[src/rtl/rr_grant_datapath.sv]
// rr_grant_datapath: steers the granted requester's beat into a small
// source-tagged FIFO that feeds one shared valid/ready output channel.
//
// Ports:
//   clk, rst     clock; synchronous active-high reset
//   grant        one-hot grant from the arbiter (0 = idle)
//   src_valid    per-requester beat valid
//   src_data     requester i data at [i*DW +: DW]
//   src_ready    per-requester accept (from grant and occupancy only)
//   out_valid    FIFO head valid
//   out_data     FIFO head data (0 while empty)
//   out_src      FIFO head source index (0 while empty)
//   out_ready    sink accept
//   beat_cnt     saturating accepted-beat count, source i at [i*CNT_W +: CNT_W]
//   err_grant    sticky multi-hot grant flag
module rr_grant_datapath #(
    parameter int DW    = 8,
    parameter int DEPTH = 4,
    parameter int CNT_W = 16
) (
    input  logic               clk,
    input  logic               rst,
    input  logic [3:0]         grant,
    input  logic [3:0]         src_valid,
    input  logic [4*DW-1:0]    src_data,
    output logic [3:0]         src_ready,
    output logic               out_valid,
    output logic [DW-1:0]      out_data,
    output logic [1:0]         out_src,
    input  logic               out_ready,
    output logic [4*CNT_W-1:0] beat_cnt,
    output logic               err_grant
);

    localparam int AW = $clog2(DEPTH);
    localparam int EW = DW + 2;

    localparam logic [AW:0] L_FULL = (AW+1)'(DEPTH);
    localparam logic [CNT_W-1:0] L_CMAX = '1;

    // Storage and control state
    logic [EW-1:0]    r_mem [DEPTH];
    logic [AW-1:0]    r_wr_ptr;
    logic [AW-1:0]    r_rd_ptr;
    logic [AW:0]      r_occ;
    logic [CNT_W-1:0] r_cnt [4];
    logic             r_err;

    // Combinational helpers
    logic             w_grant_ok;
    logic             w_full;
    logic             w_empty;
    logic [3:0]       w_acc;
    logic             w_enq;
    logic             w_deq;
    logic [1:0]       w_enq_idx;
    logic [DW-1:0]    w_enq_data;
    logic [EW-1:0]    w_head;

    // Zero or one bit set: clearing the lowest set bit leaves nothing.
    assign w_grant_ok = ((grant & (grant - 4'd1)) == 4'd0);

    assign w_full  = (r_occ == L_FULL);
    assign w_empty = (r_occ == '0);

    // Full blocks acceptance even if the sink pops this cycle, which keeps
    // out_ready off the src_ready path.
    assign src_ready = grant & {4{w_grant_ok & ~w_full & ~rst}};

    assign w_acc = src_valid & src_ready;
    assign w_enq = |w_acc;
    assign w_deq = ~w_empty & out_ready;

    // w_acc is at most one-hot, so a simple scan encodes it.
    always_comb begin
        w_enq_idx = 2'd0;
        for (int i = 0; i < 4; i++) begin
            if (w_acc[i]) begin
                w_enq_idx = 2'(i);
            end
        end
    end

    assign w_enq_data = src_data[w_enq_idx*DW +: DW];

    // FIFO storage; contents are don't-care outside the occupied window.
    always_ff @(posedge clk) begin
        if (w_enq) begin
            r_mem[r_wr_ptr] <= {w_enq_idx, w_enq_data};
        end
    end

    // Pointers and occupancy
    always_ff @(posedge clk) begin
        if (rst) begin
            r_wr_ptr <= '0;
            r_rd_ptr <= '0;
            r_occ    <= '0;
        end else begin
            if (w_enq) begin
                r_wr_ptr <= r_wr_ptr + 1'b1;
            end
            if (w_deq) begin
                r_rd_ptr <= r_rd_ptr + 1'b1;
            end
            unique case ({w_enq, w_deq})
                2'b10:   r_occ <= r_occ + 1'b1;
                2'b01:   r_occ <= r_occ - 1'b1;
                default: r_occ <= r_occ;
            endcase
        end
    end

    // Per-source saturating beat counters
    always_ff @(posedge clk) begin
        if (rst) begin
            for (int i = 0; i < 4; i++) begin
                r_cnt[i] <= '0;
            end
        end else begin
            for (int i = 0; i < 4; i++) begin
                if (w_acc[i] && r_cnt[i] != L_CMAX) begin
                    r_cnt[i] <= r_cnt[i] + 1'b1;
                end
            end
        end
    end

    // Sticky protocol error
    always_ff @(posedge clk) begin
        if (rst) begin
            r_err <= 1'b0;
        end else if (!w_grant_ok) begin
            r_err <= 1'b1;
        end
    end

    // Output channel: head is forced to zero while empty so the
    // post-reset values are defined without clearing the storage array.
    assign w_head    = r_mem[r_rd_ptr];
    assign out_valid = ~w_empty;
    assign out_data  = w_empty ? '0 : w_head[DW-1:0];
    assign out_src   = w_empty ? 2'd0 : w_head[EW-1:DW];

    genvar g;
    generate
        for (g = 0; g < 4; g++) begin : g_cnt
            assign beat_cnt[g*CNT_W +: CNT_W] = r_cnt[g];
        end
    endgenerate

    assign err_grant = r_err;

endmodule

[config.mk]
export PLATFORM = sky130hd
export DESIGN_NAME = rr_grant_datapath
export DESIGN_NICKNAME = d
export VERILOG_FILES = /design/src/rtl/rr_grant_datapath.sv
export SDC_FILE = /design/constraint.sdc
export NUM_CORES = 1
export LEC_CHECK = 0
export CAP_MARGIN = 30
export CORE_ASPECT_RATIO = 1.4
export CORE_UTILIZATION = 55
export CTS_BUF_LIST = sky130_fd_sc_hd__clkbuf_4 sky130_fd_sc_hd__clkbuf_8
export CTS_CLUSTER_SIZE = 10
export DETAILED_ROUTE_END_ITERATION = 10
export PLACE_DENSITY_LB_ADDON = 0.08
export SYNTH_ARGS = -nofsm -noshare
export SYNTH_HDL_FRONTEND = slang
export SYNTH_SLANG_ARGS = --single-unit
[constraint.sdc]
create_clock -name clk -period 7.05 [get_ports clk]
set_input_delay 1.41 -clock clk [delete_from_list [all_inputs] [get_ports clk]]
set_output_delay 1.41 -clock clk [all_outputs]
set_load 0.02 [all_outputs]
==> reports/metrics.cfg, run 1 <==
[clocking]
postCtsSetupBuffers=0
clock_latency_ns=0.43
clockBufferDepth=2
root_buffer=clkbuf_8
cts_buffers=17
cts.sinks=114
tritoncts=done
cts-hold-fix-buffers=0
ctsResizeCount=0
path_clk_slew_ns=0.06
cts_max_level=4

[status]
outcome=finished, final reports clean

[power_and_ir_drop]
seqPwrFrac_pct=46.5
p_int_mw=1.29
total_power_mw=1.77
peakVddDrop_mv=0.133
power_density_nw_per_um2=236
power_frac_comb_pct=20.4
total_leakage_power_nw=2.50
clkPwrFrac_pct=33.2
p_sw_mw=0.478
power_switching_share_pct=27.0

[timing]
drv_slew=0
totalNegativeSetupSlack_ns=0
tightest_slew_ns=1.13
setup_ws_ns=2.10
rsz0062_at_grt=false
whs_ns=0.485
relSlewSlack_pct=24.4
max_clock_freq_mhz=202
finalCriticalPeriod_ns=4.95
finalHoldViolCount=0
fin_crit_sh_pct=70.2
finalSetupViolCount=0
clock_skew_ns=0.0129

[global_routing]
grt_pass1_vias=4337
grt_overflow_total=0
antenna_found_initial=0
grt_first_pass_wirelength_um=20800
track_usage_pct=25.7
grt_max_degree=17

[layout]
fin_nets=668
drive_gt1_share_pct=8.60
syn2layout_area_growth_pct=29.6
final_cell_count_no_fill=763
diodes=0
fillers=731

[worst_hold_path]
holdCritStartpoint=err_grant
hold_path.class=reg2reg

[synthesis]
synth_area_leaders=edfxtp_1 (54%), nor2_1 (4.5%), xnor2_1 (4.1%)
synthDominantCellAreaShare_pct=54.0
synth-edff-count=104
yosys.cell_count.top_type=edfxtp_1
syn-num-nets=543
seq_area_frac_synth_pct=57.4
avgSynthCellArea_um2=11.8
synth_flop_cell=edfxtp_1
async_flop_share_pct=0
synth_common_cells=edfxtp_1 (104), nor2_1 (69), xnor2_1 (27), nand2_1 (25), nand3_1 (25)
yosysTopAreaCell=edfxtp_1
syn-instance-count=490
synthDistinctLibCells=48
ys_warn_count=0
syn-cell-area_um2=5790
ys_ff_latch=114

[flow_run]
max-cap-violations=0

[drt]
dr.max_layer_used=met4
met3_length_um=778
drt-wirelength-per-cell_um=17.5
vias=4423
drc_errors=0
first_iter_violations=317
wl_met1_um=5350
ant_nets=0
dr.pass1.iters=5
dr_wl_met2_um=6980
totalWireLength_um=13300
viasPerCell=5.80

[worst_setup_path]
path_class=in2out
r2r_setup_slack_ns=4.29
worstPathMaxFanout=13
arrival_ns=3.54
startpoint_type=primary input
critPathLaunch=grant[0]
cp.required_ns=5.64
r2r_start=r_cnt[0][3]
crit_end=src_ready[3]
worstRegToRegCells=4
rr_endpoint=r_cnt[0][9]
end_kind=output port

[floorplanning]
die_area_um2=10900
rows=43
core_area_um2=10100
die_w_um=88.7
start_util_pct=57.5
io_pins=123
die_h_um=123

[placement]
place_ws_ns=2.11
io_buffers=122
place_hpwl_um=9450
gp_congestion=0.792
dp.cells=731

[layout by cell type (no fill, tap or decap), types with 2 or more instances in the layout]
cell,count
a31o_2,2
clkinv_2,5
nand2_1,25
edfxtp_1,104
or3_1,8
clkbuf_8,22
and2_1,20
o32ai_1,8
xnor2_1,27
inv_1,19
xor2_1,23
mux2i_1,8
nor3_1,12
o22ai_1,8
nor2_1,69
mux4_2,10
nor4_1,7
ha_1,9
o211ai_1,2
and4_1,4
a211oi_2,2
buf_4,2
nand4_1,17
a21oi_1,13
o21ai_0,7
nor4_2,2
dfxtp_1,10
nand3_1,25
clkbuf_4,4
and3_1,12
clkdlybuf4s50_1,122
[routing by layer]
layer	track usage, %	vias up
met5	0	-
met2	43.7	160
met3	6.28	20
met1	30.8	2162
met4	10.8	0
li1	-	2081
[cells by family after synthesis]
| logic type | share of synthesized area [%] |
|---|---|
| AOI/OAI and AO/OA | 6.49 |
| adders and majority gates | 2.29 |
| buffers and inverters | 2.57 |
| DFF | 57.4 |
| xor gates and xnor gates | 7.57 |
| and+or+nand+nor | 18.4 |
| muxes | 5.28 |
[critical path: stages]
cell and delay, ns:
clkdlybuf4s50_1 0.57, a211oi_2 0.42, o211a_2 0.38, and2_1 0.16, clkdlybuf4s50_1 0.60
[per-stage QoR]
step | util, % | area, um^2
global route | 74.6 | 7500
finish | 74.6 | 7500
detailed placement | 70.7 | 7110
floorplan | - | 5790
CTS | 74.6 | 7500
global placement | 70.6 | 7110
[cell type report]
| class | instances | area (um^2) | share of cell area [%] |
|---|---|---|---|
| Sequential cell | 114 | 3320 | 44.3 |
| Clock buffer | 26 | 333 | 4.44 |
| Timing Repair Buffer | 124 | 1240 | 16.5 |
| Inverter | 19 | 71.3 | 0.951 |
| Tap cell | 135 | 169 | 2.25 |
| Multi-Input combinational cell | 339 | 2310 | 30.8 |
| Clock inverter | 6 | 55.1 | 0.734 |
[flip-flops by register name (all words and copies together) (netlist names), named ones only]
register	cells
r_rd_ptr	2
r_cnt	64
r_wr_ptr	2
err_grant	1
r_mem	40
r_occ	3
[how the worst min path moves through the flow]
stage,end,cells after the start
after floorplan,r_occ[2],2
after global placement,err_grant,2
after detailed placement,err_grant,2
after CTS,err_grant,2
after global routing,err_grant,2
final,err_grant,2
[power groups by stage]
stage	combinational [mW]	sequential, mW	clock, mW
final	0.360	0.822	0.588
after global routing	0.390	0.830	0.621
after global placement	0.354	0.834	0
after CTS	0.364	0.823	0.592
after detailed placement	0.363	0.836	0
after floorplan	0.202	0.834	0
No activity file was read; power rests on OpenSTA's default activity.
==> run 2, diff against run 1 <==
--- a/config.mk
+++ b/config.mk
@@ -7,7 +7,7 @@
 export LEC_CHECK = 0
 export CAP_MARGIN = 30
 export CORE_ASPECT_RATIO = 1.4
-export CORE_UTILIZATION = 55
+export CORE_UTILIZATION = 48
 export CTS_BUF_LIST = sky130_fd_sc_hd__clkbuf_4 sky130_fd_sc_hd__clkbuf_8
 export CTS_CLUSTER_SIZE = 10
 export DETAILED_ROUTE_END_ITERATION = 10
==> constraint.sdc (replaced) <==
create_clock -name clk -period 4.1 [get_ports clk]
set_input_delay 0.82 -clock clk [delete_from_list [all_inputs] [get_ports clk]]
set_output_delay 0.82 -clock clk [all_outputs]
set_load 0.02 [all_outputs]
==> run 2 against run 1 <==
Compared with the run above: register-to-register slack got worse by 2.9 ns; global-route usage decreased by 3.1 points; routed wire length decreased by 0.37%; via count decreased by 1.6%; first-iteration DRC count decreased by 37%; non-clock buffer count increased by 6; combinational power increased by 74%; critical path type unchanged; critical endpoint is now src_ready[0].
==> reports/metrics.cfg, run 2 (same netlist as run 1, synthesis figures left out) <==
[placement]
postPlaceCellArea_um2=7170
io_buffers=122
place_ws_ns=0.301
gp_congestion=0.817
place_hpwl_um=9630

[layout]
top_register=r_cnt
reg_top3=r_cnt: 64 flops, r_mem: 40 flops, r_occ: 3 flops
layout_common_cells=clkdlybuf4s50_1 (122), edfxtp_1 (104), nor2_1 (69)
drive_gt1_share_pct=9.46
diodes=0
fillers=945
largest_register_ffs=64
layout_commonest_cell=clkdlybuf4s50_1
fin_nets=674
fin_area_um2=7610
syn2layout_area_growth_pct=31.6

[global_routing]
grt_pass1_vias=4320
track_usage_pct=22.6
grt_overflow_total=0
grt_max_degree=17
grt_first_pass_wirelength_um=21400
antenna_found_initial=0

[worst_hold_path]
holdCritStartpoint=err_grant
hold_path.class=reg2reg
hold_path_depth=2
holdPathEnd=err_grant

[drt]
viasPerCell=5.57
first_iter_violations=201
dr.pass1.iters=5
drt-wirelength-per-cell_um=17.0
vias=4353
ant_nets=0
totalWireLength_um=13300
drc_errors=0

[clocking]
cts_max_level=4
postCtsSetupBuffers=0
clockBufferDepth=2
cts.sinks=114
ctsResizeCount=0
path_clk_slew_ns=0.06
cts_buffers=17
root_buffer=clkbuf_8
tritoncts=done
cts-hold-fix-buffers=0
clock_latency_ns=0.43

[floorplanning]
die_area_um2=12500
io_pins=123
core_area_um2=11800
start_util_pct=49.2
rows=47
die_w_um=94.8
die_h_um=132

[flow_run]
max-cap-violations=0

[timing]
drv_slew=0
clock_skew_ns=0.00909
fin_crit_sh_pct=92.7
setup_ws_ns=0.298
finalHoldViolCount=0
rsz0062_at_grt=false
whs_ns=0.486
tightest_slew_ns=0.714
finalSetupViolCount=0
max_clock_freq_mhz=263
finalCriticalPeriod_ns=3.80
totalNegativeSetupSlack_ns=0
relSlewSlack_pct=52.3

[power_and_ir_drop]
power_density_nw_per_um2=421
peakVddDrop_mv=0.230
total_power_mw=3.20
total_leakage_power_nw=2.55

[worst_setup_path]
startpoint_type=primary input
critPathLaunch=grant[0]
r2r_setup_slack_ns=1.38
worstRegToRegCells=4
cp.required_ns=3.28
rr_endpoint=r_cnt[0][7]
worstPathMaxFanout=13
r2r_start=r_cnt[0][3]
path_class=in2out
end_kind=output port
arrival_ns=2.98

[status]
outcome=finished, final reports clean

[run 2: changes by cell type in the layout (fill, tap and decap cells not counted), sizes merged]
cell    previous run  this run
bufinv             1         4
buf                2         8
clkbuf            26        22
inv               19        21
clkinv             5         4
[run 2: routing by layer]
metal	up-vias	track usage, %	share of wire, %
met1	2123	26.5	40
met3	19	5.07	4.4
met5	-	0	0
met4	0	7.24	1.3
li1	2091	-	-
met2	120	40.1	54
[run 2: how the worst max path moves through the flow]
| stage | endpoint | slack (ns) | cells after the start |
|---|---|---|---|
| after floorplan | r_occ[2] | 1.37 | 11 |
| after global placement | src_ready[0] | 0.34 | 5 |
| after detailed placement | src_ready[0] | 0.30 | 5 |
| after CTS | src_ready[0] | 0.30 | 5 |
| after global routing | src_ready[0] | 0.22 | 5 |
| final | src_ready[0] | 0.30 | 5 |
[run 2: cell type report]
cell class                 instances  area [um^2]  area share, %
clock buffer                      22          284           3.73
clock inverter                    10          156           2.05
inverter                          19         71.3          0.937
multi-input combinational        339         2310           30.4
sequential                       114         3320           43.6
tap                              147          184           2.42
timing repair buffer             130         1280           16.8
[run 2: stage by stage]
step                cells  utilization (%)
floorplan             490                -
global placement      749             61.0
detailed placement    749             61.0
CTS                   781             64.7
global route          781             64.7
finish                781             64.7
[run 2: where the power goes]
part | switching (mW) | internal, mW | total (mW)
logic | 0.312 | 0.315 | 0.627
clock network | 0.450 | 0.713 | 1.16
registers | 0.0823 | 1.33 | 1.41
total | 0.844 | 2.36 | 3.20
[run 2: critical path: stages]
cell and delay (ns):
clkdlybuf4s50_1 0.58, a211oi_2 0.40, o211a_2 0.38, and2_1 0.16, clkdlybuf4s50_1 0.64
